$ cat config.mk
export PLATFORM = sky130hd
export DESIGN_NAME = pipe_stage_reg
export DESIGN_NICKNAME = d
export VERILOG_FILES = /design/src/rtl/pipe_stage_reg_pkg.sv /design/src/rtl/pipe_skid_buf.sv /design/src/rtl/pipe_stage_reg.sv
export SDC_FILE = /design/constraint.sdc
export NUM_CORES = 1
export LEC_CHECK = 0
export CELL_PAD_IN_SITES_DETAIL_PLACEMENT = 1
export CELL_PAD_IN_SITES_GLOBAL_PLACEMENT = 2
export CORE_AREA = 2 2 216 218
export CTS_CLUSTER_SIZE = 40
export DETAILED_ROUTE_END_ITERATION = 7
export DIE_AREA = 0 0 218 220
export GPL_TIMING_DRIVEN = 0
export PLACE_DENSITY = 0.74
export SYNTH_ARGS = -nofsm -noshare
export SYNTH_HDL_FRONTEND = slang
export SYNTH_SLANG_ARGS = --single-unit
$ cat constraint.sdc
create_clock -name clock -period 1.92 [get_ports clock]
set_input_delay 0.384 -clock clock [delete_from_list [all_inputs] [get_ports clock]]
set_output_delay 0.384 -clock clock [all_outputs]
set_load 0.005 [all_outputs]
$ cat src/rtl/pipe_stage_reg_pkg.sv
// Shared pipeline definitions: stage payload field layout, control vectors,
// and the skid buffer state encoding.
package pipe_pkg;

    typedef enum logic [1:0] {
        EMPTY = 2'd0,
        ONE   = 2'd1,
        TWO   = 2'd2
    } skid_state_e;

    localparam int XLEN  = 32;
    localparam int REG_W = 5;

    // Payload layouts, LSB first
    localparam int IF_ID_INSTR_LSB = 0;
    localparam int IF_ID_PC_LSB    = IF_ID_INSTR_LSB + XLEN;
    localparam int IF_ID_DATA_W    = IF_ID_PC_LSB + XLEN;

    localparam int ID_EX_RD_LSB    = 0;
    localparam int ID_EX_RS2_LSB   = ID_EX_RD_LSB + REG_W;
    localparam int ID_EX_RS1_LSB   = ID_EX_RS2_LSB + REG_W;
    localparam int ID_EX_IMM_LSB   = ID_EX_RS1_LSB + REG_W;
    localparam int ID_EX_RS2V_LSB  = ID_EX_IMM_LSB + XLEN;
    localparam int ID_EX_RS1V_LSB  = ID_EX_RS2V_LSB + XLEN;
    localparam int ID_EX_PC_LSB    = ID_EX_RS1V_LSB + XLEN;
    localparam int ID_EX_DATA_W    = ID_EX_PC_LSB + XLEN;

    localparam int EX_MEM_RD_LSB   = 0;
    localparam int EX_MEM_STD_LSB  = EX_MEM_RD_LSB + REG_W;
    localparam int EX_MEM_ALU_LSB  = EX_MEM_STD_LSB + XLEN;
    localparam int EX_MEM_DATA_W   = EX_MEM_ALU_LSB + XLEN;

    localparam int MEM_WB_RD_LSB   = 0;
    localparam int MEM_WB_VAL_LSB  = MEM_WB_RD_LSB + REG_W;
    localparam int MEM_WB_DATA_W   = MEM_WB_VAL_LSB + XLEN;

    typedef struct packed {
        logic       pred_taken;
        logic       illegal;
        logic [5:0] rsvd;
    } if_id_ctrl_t;

    typedef struct packed {
        logic       reg_write;
        logic       mem_read;
        logic       mem_write;
        logic       branch;
        logic       jump;
        logic       alu_src;
        logic [1:0] alu_op;
    } id_ex_ctrl_t;

    typedef struct packed {
        logic       reg_write;
        logic       mem_read;
        logic       mem_write;
        logic       mem_to_reg;
        logic [1:0] mem_size;
        logic       mem_signed;
        logic       br_taken;
    } ex_mem_ctrl_t;

    typedef struct packed {
        logic       reg_write;
        logic       mem_to_reg;
        logic [5:0] rsvd;
    } mem_wb_ctrl_t;

    localparam int IF_ID_CTRL_W  = $bits(if_id_ctrl_t);
    localparam int ID_EX_CTRL_W  = $bits(id_ex_ctrl_t);
    localparam int EX_MEM_CTRL_W = $bits(ex_mem_ctrl_t);
    localparam int MEM_WB_CTRL_W = $bits(mem_wb_ctrl_t);

    localparam if_id_ctrl_t  IF_ID_CTRL_RST  = '0;
    localparam id_ex_ctrl_t  ID_EX_CTRL_RST  = '0;
    localparam ex_mem_ctrl_t EX_MEM_CTRL_RST = '0;
    localparam mem_wb_ctrl_t MEM_WB_CTRL_RST = '0;

endpackage

$ cat src/rtl/pipe_skid_buf.sv
// Two-entry stage buffer with a registered in_ready; the skid entry absorbs
// the one input accepted while downstream stalls.
module pipe_skid_buf
    import pipe_pkg::*;
#(
    parameter int DATA_W     = 256,
    parameter int CTRL_W     = 8,
    parameter int CLEAR_DATA = 0
) (
    input  logic              clock,
    input  logic              reset,
    input  logic              flush,
    input  logic              in_valid,
    output logic              in_ready,
    input  logic [CTRL_W-1:0] in_ctrl,
    input  logic [DATA_W-1:0] in_data,
    output logic              out_valid,
    input  logic              out_ready,
    output logic [CTRL_W-1:0] out_ctrl,
    output logic [DATA_W-1:0] out_data
);

    skid_state_e       state, state_n;
    logic [CTRL_W-1:0] main_ctrl, skid_ctrl;
    logic [DATA_W-1:0] main_data, skid_data;
    logic              rdy_q;
    logic              xfer_in;
    logic              ld_main, ld_skid, from_skid, clr_main;

    assign in_ready  = rdy_q;
    assign xfer_in   = in_valid && rdy_q;
    assign out_valid = (state != EMPTY);
    assign out_ctrl  = main_ctrl;
    assign out_data  = main_data;

    always_comb begin
        state_n   = state;
        ld_main   = 1'b0;
        ld_skid   = 1'b0;
        from_skid = 1'b0;
        clr_main  = 1'b0;
        if (flush) begin
            state_n  = EMPTY;
            clr_main = 1'b1;
        end else begin
            unique case (state)
                EMPTY: begin
                    if (xfer_in) begin
                        state_n = ONE;
                        ld_main = 1'b1;
                    end
                end
                ONE: begin
                    if (xfer_in && out_ready) begin
                        ld_main = 1'b1;
                    end else if (xfer_in) begin
                        state_n = TWO;
                        ld_skid = 1'b1;
                    end else if (out_ready) begin
                        state_n  = EMPTY;
                        clr_main = 1'b1;
                    end
                end
                TWO: begin
                    if (out_ready) begin
                        state_n   = ONE;
                        ld_main   = 1'b1;
                        from_skid = 1'b1;
                    end
                end
                default: begin
                    state_n  = EMPTY;
                    clr_main = 1'b1;
                end
            endcase
        end
    end

    // in_ready stays low through reset and rises on the first edge after
    always_ff @(posedge clock or negedge reset) begin
        if (!reset) begin
            state <= EMPTY;
            rdy_q <= 1'b0;
        end else begin
            state <= state_n;
            rdy_q <= (state_n != TWO);
        end
    end

    always_ff @(posedge clock or negedge reset) begin
        if (!reset) begin
            main_ctrl <= '0;
            main_data <= '0;
        end else if (ld_main) begin
            main_ctrl <= from_skid ? skid_ctrl : in_ctrl;
            main_data <= from_skid ? skid_data : in_data;
        end else if (clr_main) begin
            main_ctrl <= '0;
            if (CLEAR_DATA != 0) begin
                main_data <= '0;
            end
        end
    end

    always_ff @(posedge clock or negedge reset) begin
        if (!reset) begin
            skid_ctrl <= '0;
            skid_data <= '0;
        end else if (ld_skid) begin
            skid_ctrl <= in_ctrl;
            skid_data <= in_data;
        end
    end

endmodule

$ cat src/rtl/pipe_stage_reg.sv
// Generic pipeline stage register with handshake, flush and bubble counter.
// Define PIPE_STAGE_SKID_EN for the two-entry skid variant.
module pipe_stage_reg
    import pipe_pkg::*;
#(
    parameter int DATA_W     = 256,
    parameter int CTRL_W     = 8,
    parameter int CLEAR_DATA = 0,
    parameter int CNT_W      = 16
) (
    input  logic              clock,
    input  logic              reset,
    input  logic              flush,
    input  logic              in_valid,
    output logic              in_ready,
    input  logic [CTRL_W-1:0] in_ctrl,
    input  logic [DATA_W-1:0] in_data,
    output logic              out_valid,
    input  logic              out_ready,
    output logic [CTRL_W-1:0] out_ctrl,
    output logic [DATA_W-1:0] out_data,
    output logic [CNT_W-1:0]  bubble_cnt
);

    logic bubble;

`ifdef PIPE_STAGE_SKID_EN
    pipe_skid_buf #(
        .DATA_W     (DATA_W),
        .CTRL_W     (CTRL_W),
        .CLEAR_DATA (CLEAR_DATA)
    ) u_skid (
        .clock     (clock),
        .reset     (reset),
        .flush     (flush),
        .in_valid  (in_valid),
        .in_ready  (in_ready),
        .in_ctrl   (in_ctrl),
        .in_data   (in_data),
        .out_valid (out_valid),
        .out_ready (out_ready),
        .out_ctrl  (out_ctrl),
        .out_data  (out_data)
    );
`else
    logic xfer_in;

    assign in_ready = out_ready || !out_valid;
    assign xfer_in  = in_valid && in_ready;

    always_ff @(posedge clock or negedge reset) begin
        if (!reset) begin
            out_valid <= 1'b0;
            out_ctrl  <= '0;
        end else if (flush) begin
            out_valid <= 1'b0;
            out_ctrl  <= '0;
        end else if (xfer_in) begin
            out_valid <= 1'b1;
            out_ctrl  <= in_ctrl;
        end else if (out_ready) begin
            out_valid <= 1'b0;
            out_ctrl  <= '0;
        end
    end

    // Payload only clears when configured to; otherwise it just holds
    always_ff @(posedge clock or negedge reset) begin
        if (!reset) begin
            out_data <= '0;
        end else if (flush) begin
            if (CLEAR_DATA != 0) begin
                out_data <= '0;
            end
        end else if (xfer_in) begin
            out_data <= in_data;
        end else if (out_ready && (CLEAR_DATA != 0)) begin
            out_data <= '0;
        end
    end
`endif

    assign bubble = !out_valid && out_ready;

    always_ff @(posedge clock or negedge reset) begin
        if (!reset) begin
            bubble_cnt <= '0;
        end else if (bubble && (bubble_cnt != '1)) begin
            bubble_cnt <= bubble_cnt + CNT_W'(1);
        end
    end

endmodule

**Yosys cells after proc, flatten, opt, wreduce, memory -nomap -nowiden**

Index checks and enable logic that the tools add are counted.

- Bits in registers: 281
- Word-level logic and storage cells: 20

- Mux-type cells: 6
- Add/sub/neg operators: 1
- Reduce and logical (&&, ||, !) cells: 7
- Equality and inequality tests: 1
- Bitwise operators: 1

Operator list:

| cell | number |
|---|---|
| 2-to-1 mux 8 bit | 3 |
| adder 16 x 1 -> 16 bit, second input constant | 1 |
| inequality test 16 bit, second input constant | 1 |
| logical AND 1 bit | 3 |
| 2-to-1 mux 1 bit | 3 |
| nonzero test 3 bit | 1 |
| AND reduction 2 bit | 1 |
| zero test 1 bit | 1 |
| logical OR 1 bit | 1 |
| NOT 1 bit | 1 |

**Logic depth before layout (Yosys ltp)**

- Depth in word-level cells: 5
- Gate-level depth with buffers: 6

**Least setup slack after synthesis**

No wires, ideal clock.

- Kind: reg-to-reg
- From: register out_valid
- To: register out_data[0]
- Clock period less this slack: 1,732 ps
- Setup time: 125 ps
- Path buffers: 2
- Setup slack: 188 ps
- Data required time: 1,795 ps
- Arrival time: 1,608 ps
- Cell stages (with the launch flop): 7
- Path through: dfrtp_1 > inv_1 > nor2_1 > nor3b_1 > clkbuf_1 > buf_4 > mux2_2

- Word-level cells in the longest chain between the ends: 4

Ends and longest elaborated chain:

| item | RTL line | text |
|---|---|---|
| from (decl) | pipe_stage_reg.sv:18 | `output logic out_valid,` |
| from (signal assigned) | pipe_stage_reg.sv:53 | `out_valid <= 1'b0;` |
| from (signal assigned) | pipe_stage_reg.sv:56 | `out_valid <= 1'b0;` |
| from (signal assigned) | pipe_stage_reg.sv:59 | `out_valid <= 1'b1;` |
| zero test 1 bit | pipe_stage_reg.sv:48 | `assign in_ready = out_ready \|\| !out_valid;` |
| logical OR 1 bit | pipe_stage_reg.sv:48 |  |
| logical AND 1 bit | pipe_stage_reg.sv:49 | `assign xfer_in = in_valid && in_ready;` |
| AND reduction 2 bit (no source line) | n/a |  |
| to (signal assigned) | pipe_stage_reg.sv:76 | `out_data <= in_data;` |
| to (decl) | pipe_stage_reg.sv:21 | `output logic [DATA_W-1:0] out_data,` |

Every way passes these cells.
A chain may end at the register's enable or synchronous reset.

**Worst setup path after layout**

- From: register out_data[132]
- To: output port out_data[132]

No word-level cell between the ends.

==> metrics <==
status=finished clean; Design Power=18500 uW; Core ar.=45900 um2; final worst-path cycle share=96.2%; Worst path slowest cell=clkdlybuf4s50_1; CP Cell Sequence=clkdlybuf4s50_1; post-layout util=39.8%; Mapped Cells=637; pin count of the biggest net entering global routing=106; Pre-antenna DRT Iters=4; CP arrival=1.46 ns; Req. time, crit path=1.54 ns; initial antenna violation count=5; Fill cells=4813; CTS max path bufs=3; drt initial violations=177; area grow syn2layout=72.0%; syn nets=907; Startpoint Class=flop; clk_skew=0.00992 ns; Avg Vias per Cell=4.13; top cell family by delay on the critical path=buffers and inverters; Critical Path End Type=primary output; most common cell after layout, fill and taps aside=clkdlybuf4s50_1; max cap viols=0; critical path class=flop to primary output; hold crit path type=input port to asynchronous set/reset pin; first-pass GRT wire length=53000 um; via count=7720; grt ovf=0; unrepaired setup endpoints after global routing=yes; worst-path fanout max=2; register clock-pin slew on the reported worst setup and hold paths=0.06 ns; Distinct cells, synth=29; flops & latches, synth=281; drt drc=0; Netlist Area Pre-Place=10600 um2; GRT Total Usage=14.8%; commonest non-fill, non-tap cells in the layout=clkdlybuf4s50_1 (537), dfrtp_1 (275), mux2_2 (256), buf_4 (40), clkbuf_16 (37); total I/O pin count=551; Die ar.=48000 um2; Slew headroom=12.9%; Fmax=541 MHz; Worst VDD drop=0.590 mV; CTS tree=done; Worst Path Buf+Inv=1; post-synthesis sequential area ratio=66.2%; CTS buffer count=35; leak pwr=0.00746 uW; Num Clock Sinks=281; GP Congestion=0.778; Post-DP HPWL=27700 um; Initial Util=23.2%; proportion of layout cells with a drive suffix above 1=29.0%; Clock Latency Late Sink=0.53 ns; vias in the first global route=8471; Port Buf Inserts=550; power per cell area=1010 nW/um2; Final Hold Viols=0; Slew Viols, Final=0; root buf cell=clkbuf_16; post-route ant nets=0; hold_ws=0.269 ns; die height=220 um; nets@finish=1511; YS warnings=0; syn_area_per_cell=16.7 um2; Total Wirelength=36400 um; H-tree Lvls=2; Tmin final=1.85 ns; average wire per standard cell=19.5 um; Slew @ Worst Pin=1.30 ns; Core Rows=79; Die W=218 um; Final TNS setup=0 ns; crit-path max cell delay=0.59 ns; endpoints failing setup=0
[flip-flops by register name, indices dropped and copies added, names as in the netlist]
name / cells
out_data: 256
bubble_cnt: 16
out_ctrl: 8
out_valid: 1
[worst paths after layout]
path	depth (start not counted)	slack (ns)	endpoint	from
max in group asynchronous	4	0.47	out_data[80]	reset
min in group clock	2	0.46	out_data[7]	in_data[7]
min reg2reg	1	0.50	out_ctrl[0]	out_ctrl[0]
max	1	0.07	out_data[132]	out_data[132]
max reg2reg	5	0.10	bubble_cnt[5]	bubble_cnt[1]
min	2	0.27	out_data[167]	reset
[cells by family (layout without fill, tap and decap cells)]
family	Yosys count	in the layout	synth area share [%]
DFF	281	281	66.2
muxes	256	256	27.1
and+or+nand+nor	38	38	2.20
buffers and inverters	34	660	1.99
xor gates and xnor gates	15	15	1.24
AOI/OAI and AO/OA	12	12	1.10
adders and majority gates	1	1	0.118
other	0	1	0
[metrics by stage]
| step | cell area (um2) | cells | setup slack [ns] |
|---|---|---|---|
| 6_report | 18300 | 1871 | 0.0729 |
| 5_1_grt | 18300 | 1871 | -0.0696 |
| 4_1_cts | 18200 | 1866 | 0.00595 |
| 3_5_place_dp | 17000 | 1797 | -1.30 |
| 3_3_place_gp | 16900 | 1794 | -12.65 |
| 2_1_floorplan | 10600 | 637 | 0.188 |
[power breakdown]
part           internal [uW]  switching [uW]  total (uW)
Sequential              6960             563        7520
Combinational           3120            1460        4580
Clock                   3910            2520        6430
Total                  14000            4540       18500
[synth_stat cells]
master | n | area, um2
and4_1 | 2 | 17.5
nor2_1 | 5 | 18.8
buf_4 | 20 | 150
nor4_2 | 1 | 12.5
a22o_1 | 8 | 70.1
mux2_2 | 256 | 2880
xnor2_1 | 9 | 78.8
a2111o_1 | 1 | 11.3
nor3_1 | 6 | 30.0
nor3_2 | 1 | 10.0
clkbuf_1 | 2 | 7.51
xor2_1 | 6 | 52.6
nand2_1 | 9 | 33.8
or4_1 | 1 | 7.51
nand2b_1 | 1 | 6.26
a211oi_1 | 1 | 7.51
nor3b_2 | 1 | 12.5
nand4_1 | 3 | 18.8
nand4_4 | 1 | 21.3
ha_1 | 1 | 12.5
inv_1 | 5 | 18.8
o41a_1 | 1 | 11.3
buf_2 | 7 | 35.0
or4_4 | 1 | 11.3
nor2b_1 | 1 | 6.26
nor3b_1 | 1 | 7.51
o41ai_2 | 1 | 16.3
dfrtp_1 | 281 | 7030
nand3_1 | 4 | 20.0
[routing by layer]
metal | vias to the layer above | global-route usage [%] | share of wire, %
met1 | 3884 | 15.7 | 36
met4 | 8 | 4.56 | 2.1
met2 | 319 | 25.9 | 51
met3 | 54 | 6.93 | 10
li1 | 3455 | - | -
met5 | - | 0 | 0.12
[final cells by class]
class / instances / area (um2) / area share, %
Multi-Input combinational cell: 322 / 3400 / 18.6
Inverter: 5 / 18.8 / 0.103
Clock inverter: 5 / 52.6 / 0.288
Timing Repair Buffer: 567 / 5700 / 31.2
Tap cell: 607 / 759 / 4.16
Buffer: 29 / 230 / 1.26
Clock buffer: 54 / 1060 / 5.80
Antenna cell: 1 / 2.50 / 0.0137
Sequential cell: 281 / 7040 / 38.5
[what timing repair did]
item	4_1_cts	5_1_grt
endpoints found under the hold margin	28	0
setup buffers	9	4
hold buffers	1	0
endpoints found under the setup margin	281	106
resized for setup	31	5
pin swaps	0	1
Power figures use the tool's default switching activity.
